`src/rtl/note_pkg.sv`:
```
// Shared types for the note-lane engine: FSM encoding, lane columns, slot record.
// Pure declarations; no logic, no latency, no flow control.
package note_pkg;

    typedef enum logic [1:0] {
        ST_IDLE = 2'b00,
        ST_RUN  = 2'b01,
        ST_DONE = 2'b11
    } state_t;

    localparam logic [9:0] LANE0_X0 = 10'd0;
    localparam logic [9:0] LANE0_X1 = 10'd199;
    localparam logic [9:0] LANE1_X0 = 10'd220;
    localparam logic [9:0] LANE1_X1 = 10'd419;
    localparam logic [9:0] LANE2_X0 = 10'd440;
    localparam logic [9:0] LANE2_X1 = 10'd639;

    typedef struct packed {
        logic       valid;
        logic [1:0] lane;
        logic [9:0] y;
    } slot_t;

    // pattern word layout: {present, lane[1:0]}
    localparam int PAT_PRESENT  = 2;
    localparam int PAT_LANE_LSB = 0;

endpackage

```
`src/rtl/note_slot_render.sv`:
```
// Combinational test of one note slot against the current pixel, one bit per lane.
// Zero latency; no flow control.
module note_slot_render
    import note_pkg::*;
#(
    parameter int NOTE_HALF = 10
) (
    input  slot_t      slot,
    input  logic [9:0] counter_x,
    input  logic [9:0] counter_y,
    output logic [2:0] lane_hit
);

    logic [10:0] y_lo;
    logic [10:0] y_hi;
    logic        in_y;
    logic        in_col;

    always_comb begin
        // 11-bit bounds: the top edge clamps at 0 and the bottom edge cannot wrap
        y_lo = (slot.y < 10'(NOTE_HALF)) ? 11'd0 : ({1'b0, slot.y} - 11'(NOTE_HALF));
        y_hi = {1'b0, slot.y} + 11'(NOTE_HALF);
        in_y = ({1'b0, counter_y} >= y_lo) && ({1'b0, counter_y} <= y_hi);
        case (slot.lane)
            2'd0:    in_col = (counter_x <= LANE0_X1);
            2'd1:    in_col = (counter_x >= LANE1_X0) && (counter_x <= LANE1_X1);
            2'd2:    in_col = (counter_x >= LANE2_X0) && (counter_x <= LANE2_X1);
            default: in_col = 1'b0;
        endcase
        lane_hit = {slot.lane == 2'd2, slot.lane == 2'd1, slot.lane == 2'd0}
                 & {3{slot.valid & in_y & in_col}};
    end

endmodule

```
`src/rtl/note_track.sv`:
```
// Note-lane engine: pattern-driven spawn into a slot pool, fall, hit judging, miss/score counting.
// Slot/counter updates and lane_on are registered (1 cycle); no backpressure, ticks are enables.
module note_track
    import note_pkg::*;
#(
    parameter int SLOTS     = 8,
    parameter int PAT_LEN   = 16,
    parameter int NOTE_HALF = 10,
    parameter int HIT_Y     = 440,
    parameter int HIT_WIN   = 10
) (
    input  logic       clk,
    input  logic       reset,
    input  logic       start,
    input  logic       beat_tick,
    input  logic       move_tick,
    input  logic [2:0] pattern,
    output logic [3:0] pat_addr,
    input  logic [2:0] btn_hit,
    input  logic [9:0] CounterX,
    input  logic [9:0] CounterY,
    output logic [2:0] lane_on,
    output logic [7:0] score,
    output logic [7:0] miss_count,
    output logic       overflow,
    output logic [1:0] state
);

    localparam logic [9:0] WIN_LO = 10'(HIT_Y - HIT_WIN);
    localparam logic [9:0] WIN_HI = 10'(HIT_Y + HIT_WIN);

    state_t     st_q, st_d;
    slot_t      slots_q [SLOTS];
    slot_t      slots_d [SLOTS];
    logic [4:0] pat_q, pat_d;
    logic [7:0] score_q, score_d, miss_q, miss_d;
    logic       ovf_q, ovf_d;

    logic [2:0] render_hit [SLOTS];
    logic [2:0] render_or;
    logic [2:0] lane_done;
    logic [8:0] hit_cnt, miss_cnt, score_sum, miss_sum;
    logic       any_valid, spawned;

    for (genvar i = 0; i < SLOTS; i++) begin : g_render
        note_slot_render #(.NOTE_HALF(NOTE_HALF)) u_render (
            .slot      (slots_q[i]),
            .counter_x (CounterX),
            .counter_y (CounterY),
            .lane_hit  (render_hit[i])
        );
    end

    always_comb begin
        render_or = '0;
        for (int i = 0; i < SLOTS; i++) render_or = render_or | render_hit[i];
    end

    always_comb begin
        st_d      = st_q;
        slots_d   = slots_q;
        pat_d     = pat_q;
        score_d   = score_q;
        miss_d    = miss_q;
        ovf_d     = ovf_q;
        lane_done = '0;
        hit_cnt   = '0;
        miss_cnt  = '0;
        spawned   = 1'b0;
        any_valid = 1'b0;
        score_sum = '0;
        miss_sum  = '0;
        for (int i = 0; i < SLOTS; i++) any_valid = any_valid | slots_q[i].valid;

        case (st_q)
            ST_IDLE, ST_DONE: begin
                if (start) begin
                    slots_d = '{default: '0};
                    pat_d   = '0;
                    score_d = '0;
                    miss_d  = '0;
                    ovf_d   = 1'b0;
                    st_d    = ST_RUN;
                end
            end
            ST_RUN: begin
                // hits judge the pre-move position, lowest matching slot per lane
                for (int l = 0; l < 3; l++) begin
                    for (int i = 0; i < SLOTS; i++) begin
                        if (btn_hit[l] && !lane_done[l] && slots_q[i].valid &&
                            slots_q[i].lane == 2'(l) &&
                            slots_q[i].y >= WIN_LO && slots_q[i].y <= WIN_HI) begin
                            slots_d[i].valid = 1'b0;
                            lane_done[l]     = 1'b1;
                            hit_cnt          = hit_cnt + 9'd1;
                        end
                    end
                end
                if (move_tick) begin
                    for (int i = 0; i < SLOTS; i++) begin
                        if (slots_d[i].valid) begin
                            if (slots_d[i].y >= WIN_HI) begin
                                slots_d[i].valid = 1'b0;
                                miss_cnt         = miss_cnt + 9'd1;
                            end else begin
                                slots_d[i].y = slots_d[i].y + 10'd1;
                            end
                        end
                    end
                end
                // spawns only take slots that were free before this cycle's retirements
                if (beat_tick && pat_q < 5'(PAT_LEN)) begin
                    pat_d = pat_q + 5'd1;
                    if (pattern[PAT_PRESENT] && pattern[PAT_LANE_LSB +: 2] != 2'd3) begin
                        for (int i = 0; i < SLOTS; i++) begin
                            if (!spawned && !slots_q[i].valid) begin
                                slots_d[i].valid = 1'b1;
                                slots_d[i].lane  = pattern[PAT_LANE_LSB +: 2];
                                slots_d[i].y     = '0;
                                spawned          = 1'b1;
                            end
                        end
                        if (!spawned) ovf_d = 1'b1;
                    end
                end
                score_sum = {1'b0, score_q} + hit_cnt;
                miss_sum  = {1'b0, miss_q} + miss_cnt;
                score_d   = score_sum[8] ? 8'hFF : score_sum[7:0];
                miss_d    = miss_sum[8]  ? 8'hFF : miss_sum[7:0];
                if (pat_q == 5'(PAT_LEN) && !any_valid) st_d = ST_DONE;
            end
            default: st_d = ST_IDLE;
        endcase
    end

    always_ff @(posedge clk) begin
        if (reset) begin
            st_q    <= ST_IDLE;
            slots_q <= '{default: '0};
            pat_q   <= '0;
            score_q <= '0;
            miss_q  <= '0;
            ovf_q   <= 1'b0;
            lane_on <= '0;
        end else begin
            st_q    <= st_d;
            slots_q <= slots_d;
            pat_q   <= pat_d;
            score_q <= score_d;
            miss_q  <= miss_d;
            ovf_q   <= ovf_d;
            lane_on <= render_or;
        end
    end

    assign pat_addr   = pat_q[3:0];
    assign score      = score_q;
    assign miss_count = miss_q;
    assign overflow   = ovf_q;
    assign state      = st_q;

endmodule
```
`config.mk`:
```
export PLATFORM = sky130hd
export DESIGN_NAME = note_track
export DESIGN_NICKNAME = d
export VERILOG_FILES = /design/src/rtl/note_pkg.sv /design/src/rtl/note_slot_render.sv /design/src/rtl/note_track.sv
export SDC_FILE = /design/constraint.sdc
export NUM_CORES = 1
export LEC_CHECK = 0
export CAP_MARGIN = 20
export CELL_PAD_IN_SITES_DETAIL_PLACEMENT = 1
export CELL_PAD_IN_SITES_GLOBAL_PLACEMENT = 1
export CORE_UTILIZATION = 44
export DETAILED_ROUTE_END_ITERATION = 8
export PLACE_DENSITY_LB_ADDON = 0.1
export SLEW_MARGIN = 20
export SYNTH_ARGS = -nofsm -noshare
export SYNTH_HDL_FRONTEND = slang
export SYNTH_HIERARCHICAL = 1
export SYNTH_SLANG_ARGS = --single-unit
```
`constraint.sdc`:
```
create_clock -name clk -period 24.1 [get_ports clk]
set_input_delay 4.82 -clock clk [delete_from_list [all_inputs] [get_ports clk]]
set_output_delay 4.82 -clock clk [all_outputs]
set_load 0.05 [all_outputs]
```
==> flow_metrics.env, run 1 <==
export IMPL_skew_ps=14.9
export IMPL_seqPwrFrac_pct=36.5
export IMPL_internal_power_w=0.000408
export IMPL_p_sw_w=0.000195
export IMPL_drv_cap=0
export IMPL_cts_buffer_depth=2
export IMPL_multi_input_area_mm2=0.0146
export IMPL_synth_enable_flop_cells=0
export IMPL_p_comb_share_pct=19.5
export IMPL_core_region_area_mm2=0.0407
export IMPL_nets=2739
export IMPL_seq_area_frac_synth_pct=14.4
export IMPL_synthTopCellsByCount="286 x nand2_1, 243 x ha_1, 236 x nor2_1"
export IMPL_whs_ps=476
export IMPL_die_area_mm2=0.0421
export IMPL_clockRootBuffer="clkbuf_16"
export IMPL_worstMarginPinSlew_ps=1240
export IMPL_fillers=5200
export IMPL_critPathMaxFanout=8
export IMPL_critical_path_max_stage_delay_ps=610
export IMPL_p_leak_nw=7.57
export IMPL_cts_buffers=17
export IMPL_first_pass_iters=5
export IMPL_synth_cell_type_count=96
export IMPL_first_global_vias=18800
export IMPL_regArea_mm2=0.00262
export IMPL_netlist_area_mm2=0.0182
export IMPL_vias_per_cell=6.39
export IMPL_ys_seq_elements=131
export IMPL_crit_required_ps=24410
export IMPL_cts_resized=0
export IMPL_critPathCaptureType="register"
export IMPL_synth_area_top_cells="ha_1 17%, dfxtp_1 14%, nand2_1 5.9%"
export IMPL_cts_hold_buf=0
export IMPL_path_clk_slew_ps=60
export IMPL_grt_pass1_wl_um=103000
export IMPL_fin_crit_sh_pct=83.4
export IMPL_synth_top_area_share_pct=16.7
export IMPL_maxSlewHeadroom_pct=17.5
export IMPL_worstSetupPathType="input pin to register"
export IMPL_gp_congestion=0.935
export IMPL_syn_instance_count=2468
export IMPL_drv_slew=0
export IMPL_yosysWarnings=6
export IMPL_rsz0062_at_grt="false"
export IMPL_slowest_stage="clkdlybuf4s50_1"
export IMPL_cp_common_cell="ha_1"
export IMPL_ir_drop_v=0.0000541
export IMPL_period_minus_slack_ps=20100
export IMPL_wire_per_inst_um=21.7
export IMPL_yosys_area_top_type="ha_1"
export IMPL_syn2layout_area_growth_pct=7.60
export IMPL_fp_dieW_um=205
export IMPL_finalHoldViolations=0
export IMPL_first_iter_violations=1225
export IMPL_setup_tns_ps=0
export IMPL_gr_total_overflow=0
export IMPL_num_vias=19200
export IMPL_portBuffers=54
export IMPL_drt_total_wl_um=65400
export IMPL_p_sw_share_pct=32.3
export IMPL_yosysMostFrequentCell="nand2_1"
export IMPL_layout_drive_gt1_share_pct=5.90
export IMPL_worstSetupStartpointType="input pin"
export IMPL_postRouteAntennaNets=0
export IMPL_pin_count=57
export IMPL_crit_buf_inv=4
export IMPL_grt_total_usage_pct=31.0
export IMPL_grt_start_max_net_pins=78
export IMPL_dp_hpwl_um=47500
export IMPL_h_tree_depth=4
export IMPL_clk_latency_ps=460
export IMPL_route_detailed_drc=0
export IMPL_postCtsSetupRepairBufs=0
export IMPL_initial_core_util_pct=44.6
export IMPL_max_freq_ghz=0.0498
export IMPL_ys_flop_type="dfxtp_1"
export IMPL_antenna_found_initial=1
export IMPL_status="finished, final reports clean"
export IMPL_power_density_mw_per_mm2=30.8
export IMPL_cp_arrival_ps=20410
export IMPL_hold_path_class="register to register"
export IMPL_rows=74
export IMPL_synth_async_reset_ratio_pct=0
export IMPL_finalSetupViolCount=0
export IMPL_die_y_um=205
export IMPL_pwr_share_clk_pct=44.0
export IMPL_crit_family="adder cells"
export IMPL_cts_tree="done"
export IMPL_syn_area_per_cell_um2=7.36
export IMPL_clock_sink_count=131
==> logic make-up (layout without fill, tap and decap cells) <==
logic type               Yosys count  count (layout)  share of synthesized area (%)
buffers and inverters            217             220                           5.58
XOR/XNOR                         163             163                           8.06
multiplexers                      21              21                           1.27
other                              1               6                         0.0206
AO/OA/AOI/OAI                    688             688                           25.1
AND/OR/NAND/NOR                 1002            1002                           28.6
flip-flops                       131             131                           14.4
adder cells (fa/ha/maj)          245             245                           17.0
==> cells in the final DEF (no fill, tap or decap), drive strengths merged, types with 50 or more instances in the layout <==
cell and instances:
clkdlybuf4s50 50, nand3 56, ha 243, xnor2 82
dfxtp 131, nor2 244, o21ai 158, xor2 79
a21oi 166, nor3 96, inv 111, nand2 294
a31oi 53
==> through the flow <==
stage	utilization, %	total power (W)	cells	worst slack [ps]	area [µm²]
after floorplan	-	0.000290	2472	6300	18200
after global placement	46.6	0.000336	2976	4170	19000
after detailed placement	46.6	0.000342	2976	3670	19000
after CTS	48.0	0.000609	3007	4110	19600
after global routing	48.0	0.000627	3007	2950	19600
final	48.0	0.000603	3008	4000	19600
==> flip-flops by register name, indices dropped and copies added (netlist names) <==
name,flops
miss_count,8
score,8
slots_q,104
state,2
lane_on,3
overflow,1
pat_q,5
==> area by class of cell <==
class                   count  area share [%]
inverters                 110            2.11
well taps                 532            3.40
multi-input cells        2124            74.5
diodes                      1          0.0128
clock inverters            12           0.678
flip-flops and latches    131            13.4
clock buffers              19            2.27
repair buffers             79            3.63
==> final timing paths <==
| kind | depth (start not counted) | from | slack (ps) | to |
|---|---|---|---|---|
| max reg2reg | 79 | slots_q[78] | 7080 | score[6] |
| min reg2reg | 2 | score[5] | 480 | score[5] |
| min | 2 | score[5] | 480 | score[5] |
| max | 76 | btn_hit[0] | 4000 | score[6] |
==> tightest hold or removal path, cell delays in order, from the launching register on <==
cell and delay [ps]:
dfxtp_1 330, nand2_1 60, a21oi_1 50
==> power by group through the flow <==
stage          Sequential (W)  Combinational, W  Clock (W)
2_1_floorplan        0.000228         0.0000625          0
3_3_place_gp         0.000225          0.000111          0
3_5_place_dp         0.000225          0.000117          0
4_1_cts              0.000220          0.000117   0.000272
5_1_grt              0.000220          0.000129   0.000278
6_report             0.000220          0.000118   0.000265
==> metal layers <==
layer	routed length (µm)	vias up	track usage (%)	share of wire (%)
met4	1460	0	9.18	2.2
met1	30100	9496	41.3	46
met5	0	-	0	0
met3	2870	83	2.93	4.4
met2	30900	478	52.8	47
li1	-	9160	-	-
(Power assumes the default switching activity.)
==> inputs of run 2 (changes only) <==
--- a/config.mk
+++ b/config.mk
@@ -8,7 +8,7 @@
 export CAP_MARGIN = 20
 export CELL_PAD_IN_SITES_DETAIL_PLACEMENT = 1
 export CELL_PAD_IN_SITES_GLOBAL_PLACEMENT = 1
-export CORE_UTILIZATION = 44
+export CORE_UTILIZATION = 43
 export DETAILED_ROUTE_END_ITERATION = 8
 export PLACE_DENSITY_LB_ADDON = 0.1
 export SLEW_MARGIN = 20
==> constraint.sdc (replaced) <==
create_clock -name clk -period 18.14 [get_ports clk]
set_input_delay 3.628 -clock clk [delete_from_list [all_inputs] [get_ports clk]]
set_output_delay 3.628 -clock clk [all_outputs]
set_load 0.05 [all_outputs]
==> flow_metrics.env, run 2 (synthesis gave the netlist of run 1 again) <==
export IMPL_drv_cap=0
export IMPL_reg2reg_slack_ps=2370
export IMPL_dp_cells=2979
export IMPL_clock_sink_count=131
export IMPL_r2r_end="score[3]"
export IMPL_first_iter_violations=1172
export IMPL_postRouteAntennaNets=0
export IMPL_fin_crit_sh_pct=94.9
export IMPL_crit_required_ps=18480
export IMPL_fp_dieW_um=208
export IMPL_slowest_stage="fa_1"
export IMPL_worstSetupPathType="input pin to register"
export IMPL_gp_congestion=0.953
export IMPL_layout_drive_gt1_share_pct=6.73
export IMPL_portBuffers=54
export IMPL_antenna_found_initial=0
export IMPL_setup_tns_ps=0
export IMPL_largest_register="slots_q"
export IMPL_nets=2744
export IMPL_pin_count=57
export IMPL_cts_hold_buf=0
export IMPL_core_region_area_mm2=0.0413
export IMPL_cp_common_cell="ha_1"
export IMPL_largest_reg_flops=104
export IMPL_worstMarginPinSlew_ps=1050
export IMPL_period_minus_slack_ps=17210
export IMPL_rows=74
export IMPL_multi_input_area_mm2=0.0146
export IMPL_h_tree_depth=4
export IMPL_status="finished, final reports clean"
export IMPL_cts_tree="done"
export IMPL_grt_total_usage_pct=30.2
export IMPL_hold_path_class="register to register"
export IMPL_critPathMaxFanout=8
export IMPL_dp_hpwl_um=48000
export IMPL_power_density_mw_per_mm2=40.7
export IMPL_grt_start_max_net_pins=68
export IMPL_first_global_vias=19100
export IMPL_final_cell_mix="286 x nand2_1, 243 x ha_1, 235 x nor2_1, 164 x a21oi_1, 148 x o21ai_0"
export IMPL_clockRootBuffer="clkbuf_16"
export IMPL_skew_ps=11.9
export IMPL_fillers=5234
export IMPL_reg2reg_from="slots_q[78]"
export IMPL_critPathCaptureType="register"
export IMPL_cts_buffers=17
export IMPL_first_pass_iters=5
export IMPL_hold_depth=2
export IMPL_ir_drop_v=0.0000511
export IMPL_initial_core_util_pct=44.0
export IMPL_drt_total_wl_um=65300
export IMPL_wire_per_inst_um=21.7
export IMPL_path_clk_slew_ps=60
export IMPL_die_area_mm2=0.0431
export IMPL_p_leak_nw=7.61
export IMPL_vias_per_cell=6.33
export IMPL_cp_arrival_ps=17550
export IMPL_clk_latency_ps=490
export IMPL_finalHoldViolations=0
export IMPL_r2r_cells=81
export IMPL_min_from="miss_count[6]"
export IMPL_num_vias=19100
export IMPL_diodes=0
export IMPL_finalSetupViolCount=0
export IMPL_final_cell_count_no_fill=3013
export IMPL_max_freq_ghz=0.0581
export IMPL_critical_path_max_stage_delay_ps=440
export IMPL_syn2layout_area_growth_pct=7.99
export IMPL_hold_path_endpoint="miss_count[6]"
export IMPL_maxSlewHeadroom_pct=29.6
export IMPL_grt_pass1_wl_um=104000
export IMPL_drv_slew=0
export IMPL_regArea_mm2=0.00262
export IMPL_final_common_cell="nand2_1"
export IMPL_cts_buffer_depth=2
export IMPL_worstSetupStartpointType="input pin"
export IMPL_route_detailed_drc=0
export IMPL_gr_total_overflow=0
export IMPL_die_y_um=208
## run 2: power breakdown
part / switching (W) / total, W / leakage, nW / internal [W]
Sequential: 0.00000251 / 0.000292 / 1.06 / 0.000290
Combinational: 0.000108 / 0.000156 / 6.28 / 0.0000476
Clock: 0.000150 / 0.000352 / 0.273 / 0.000202
Total: 0.000260 / 0.000800 / 7.61 / 0.000539
## run 2: how the worst max path moves through the flow
| stage | endpoint | slack (ps) | start | depth (start not counted) |
|---|---|---|---|---|
| 5_1_grt | score[6] | -30 | btn_hit[0] | 78 |
| 2_1_floorplan | score[2] | 1540 | btn_hit[0] | 75 |
| 3_3_place_gp | score[6] | 80 | btn_hit[0] | 77 |
| 4_1_cts | score[6] | 130 | btn_hit[0] | 77 |
| 6_report | score[3] | 930 | btn_hit[0] | 78 |
| 3_5_place_dp | score[6] | -340 | btn_hit[0] | 77 |
## run 2: repair_timing
item | CTS | global route
setup endpoints to repair | 0 | 8
gates resized for setup | 0 | 21
buffers inserted | 0 | 2
## run 2: layout make-up
type,count,share of cell area [%]
Multi-Input combinational cell,2124,74.5
Sequential cell,131,13.4
Timing Repair Buffer,84,3.71
Tap cell,532,3.39
Clock buffer,21,2.45
Inverter,110,2.10
Clock inverter,11,0.529
## run 2: stage by stage
| stage | total power (W) | hold WS (ps) | utilization [%] | worst slack (ps) | instance area, µm² |
|---|---|---|---|---|---|
| finish | 0.000800 | 474 | 47.5 | 931 | 19600 |
| global route | 0.000834 | 506 | 47.5 | -28.0 | 19600 |
| detailed placement | 0.000453 | 469 | 46.0 | -337 | 19000 |
| CTS | 0.000807 | 478 | 47.4 | 129 | 19600 |
| floorplan | 0.000386 | 489 | - | 1540 | 18200 |
| global placement | 0.000446 | 461 | 46.0 | 79.6 | 19000 |
## run 2: worst max-delay path, delay by kind of cell
family / cells / cell delay [ps]
fa+ha+maj: 16 / 4730
compound gates: 23 / 3200
simple gates: 21 / 2670
mux: 7 / 1800
xor+xnor: 5 / 840
buf+inv: 6 / 630
## run 2: per-layer routing
metal / global-route usage (%) / vias to the layer above / wire (µm)
li1: - / 9151 / -
met1: 39.9 / 9356 / 30000
met2: 49.7 / 470 / 30000
met3: 4.72 / 110 / 3450
met4: 10.3 / 0 / 1840
met5: 0 / - / 0
==> inputs of run 3 (changes only) <==
--- a/config.mk
+++ b/config.mk
@@ -10,6 +10,7 @@
 export CELL_PAD_IN_SITES_GLOBAL_PLACEMENT = 1
 export CORE_UTILIZATION = 43
 export DETAILED_ROUTE_END_ITERATION = 8
+export MAX_ROUTING_LAYER = met4
 export PLACE_DENSITY_LB_ADDON = 0.1
 export SLEW_MARGIN = 20
 export SYNTH_ARGS = -nofsm -noshare
==> flow_metrics.env, run 3 (synthesis gave the netlist of run 1 again) <==
export IMPL_layout_drive_gt1_share_pct=6.88
export IMPL_h_tree_depth=4
export IMPL_grt_total_usage_pct=31.3
export IMPL_initial_core_util_pct=44.0
export IMPL_slowest_stage="fa_1"
export IMPL_cp_common_cell="ha_1"
export IMPL_critPathCaptureType="register"
export IMPL_finalSetupViolCount=0
export IMPL_pin_count=57
export IMPL_fin_crit_sh_pct=95.6
export IMPL_fp_dieW_um=208
export IMPL_grt_pass1_wl_um=104000
export IMPL_wl_met2_um=30000
export IMPL_period_minus_slack_ps=17350
export IMPL_critical_path_max_stage_delay_ps=430
export IMPL_power_density_mw_per_mm2=42.8
export IMPL_maxSlewHeadroom_pct=22.3
export IMPL_portBuffers=54
export IMPL_cts_buffer_depth=2
export IMPL_skew_ps=10.8
export IMPL_die_y_um=208
export IMPL_worstSetupStartpointType="input pin"
export IMPL_worstMarginPinSlew_ps=1140
export IMPL_dr_wl_met3_um=2980
export IMPL_largest_register="slots_q"
export IMPL_drt_total_wl_um=65500
export IMPL_vias_per_cell=6.35
export IMPL_drv_cap=0
export IMPL_fin_util_pct=47.8
export IMPL_pre_cts_slack_ps=-450
export IMPL_cts_tree="done"
export IMPL_max_freq_ghz=0.0577
export IMPL_first_global_vias=19300
export IMPL_clk_latency_ps=490
export IMPL_crit_required_ps=18480
export IMPL_whs_ps=475
export IMPL_core_region_area_mm2=0.0413
export IMPL_clock_sink_count=131
export IMPL_place_area_mm2=0.0190
export IMPL_dp_hpwl_um=48000
export IMPL_grt_start_max_net_pins=68
export IMPL_wire_per_inst_um=21.7
export IMPL_rows=74
export IMPL_fillers=5181
export IMPL_finalHoldViolations=0
export IMPL_hold_path_class="register to register"
export IMPL_die_area_mm2=0.0431
export IMPL_path_clk_slew_ps=60
export IMPL_first_pass_iters=5
export IMPL_clockRootBuffer="clkbuf_16"
export IMPL_routedLengthMet1_um=30500
export IMPL_drv_slew=0
export IMPL_fin_area_mm2=0.0197
export IMPL_cts_hold_buf=0
export IMPL_largest_reg_flops=104
export IMPL_cts_buffers=17
export IMPL_worstSetupPathType="input pin to register"
export IMPL_nets=2748
export IMPL_multi_input_area_mm2=0.0146
export IMPL_regArea_mm2=0.00262
export IMPL_final_common_cell="nand2_1"
export IMPL_gp_congestion=0.953
export IMPL_route_detailed_drc=0
export IMPL_status="finished, final reports clean"
export IMPL_highest_signal_layer="met4"
export IMPL_ir_drop_v=0.0000517
export IMPL_postRouteAntennaNets=0
export IMPL_setup_slack_ps=795
export IMPL_antenna_found_initial=1
export IMPL_cp_arrival_ps=17690
export IMPL_critPathMaxFanout=7
export IMPL_first_iter_violations=1246
export IMPL_syn2layout_area_growth_pct=8.57
export IMPL_p_leak_nw=7.66
export IMPL_gr_total_overflow=0
export IMPL_num_vias=19200
export IMPL_final_cell_mix="286 x nand2_1, 242 x ha_1, 234 x nor2_1, 162 x a21oi_1, 154 x o21ai_0"
==> run 3: cell types whose count changed in the layout (fill, tap and decap cells not counted), moves of 3 or more <==
cell       change
o21ai_0        +6
buf_4          +4
o21ai_1        -4
bufinv_16      +3
clkbuf_1       +3
clkinv_4       -3
==> run 3: metal layers <==
metal / vias to the layer above / global-route usage (%)
met3: 134 / 4.52
li1: 9157 / -
met5: - / -
met4: 0 / 11.5
met1: 9442 / 39.6
met2: 431 / 50.3
==> run 3: metrics by stage <==
step,instances,setup TNS (ps),total power [W]
2_1_floorplan,2472,0,0.000386
3_3_place_gp,2981,0,0.000446
3_5_place_dp,2981,-3390,0.000453
4_1_cts,3013,0,0.000851
5_1_grt,3018,-23.1,0.000876
6_report,3018,0,0.000844
==> run 3: final timing paths <==
kind,startpoint,end,slack [ps],cells after the start
worst max-delay path,btn_hit[0],score[5],790,79
worst min-delay path,miss_count[6],miss_count[6],480,2
worst max register to register,slots_q[78],score[5],2420,82
worst min register to register,miss_count[6],miss_count[6],480,2
==> run 3: critical path: cells and delay by family <==
kind,cells,cell delay [ps]
xor+xnor,5,760
mux,7,1800
simple gates,21,2550
fa+ha+maj,16,4680
compound gates,23,3400
buf+inv,7,840
==> run 3: what timing repair did <==
item | CTS | global route
endpoints found under the hold margin | 0 | 0
buffers inserted | 0 | 4
resized for setup | 0 | 17
endpoints found under the setup margin | 0 | 8
==> run 3: cell type report <==
type / count / share of cell area (%)
multi-input combinational: 2124 / 74.1
tap: 532 / 3.37
inverter: 110 / 2.09
antenna: 1 / 0.0127
sequential: 131 / 13.3
clock buffer: 24 / 2.49
timing repair buffer: 88 / 3.84
clock inverter: 8 / 0.748
==> run 3: where the power goes <==
group          switching, W  internal (W)  leakage, nW
Clock              0.000152      0.000244        0.303
Sequential       0.00000256      0.000290         1.06
Combinational      0.000109     0.0000476         6.30
Total              0.000263      0.000581         7.66
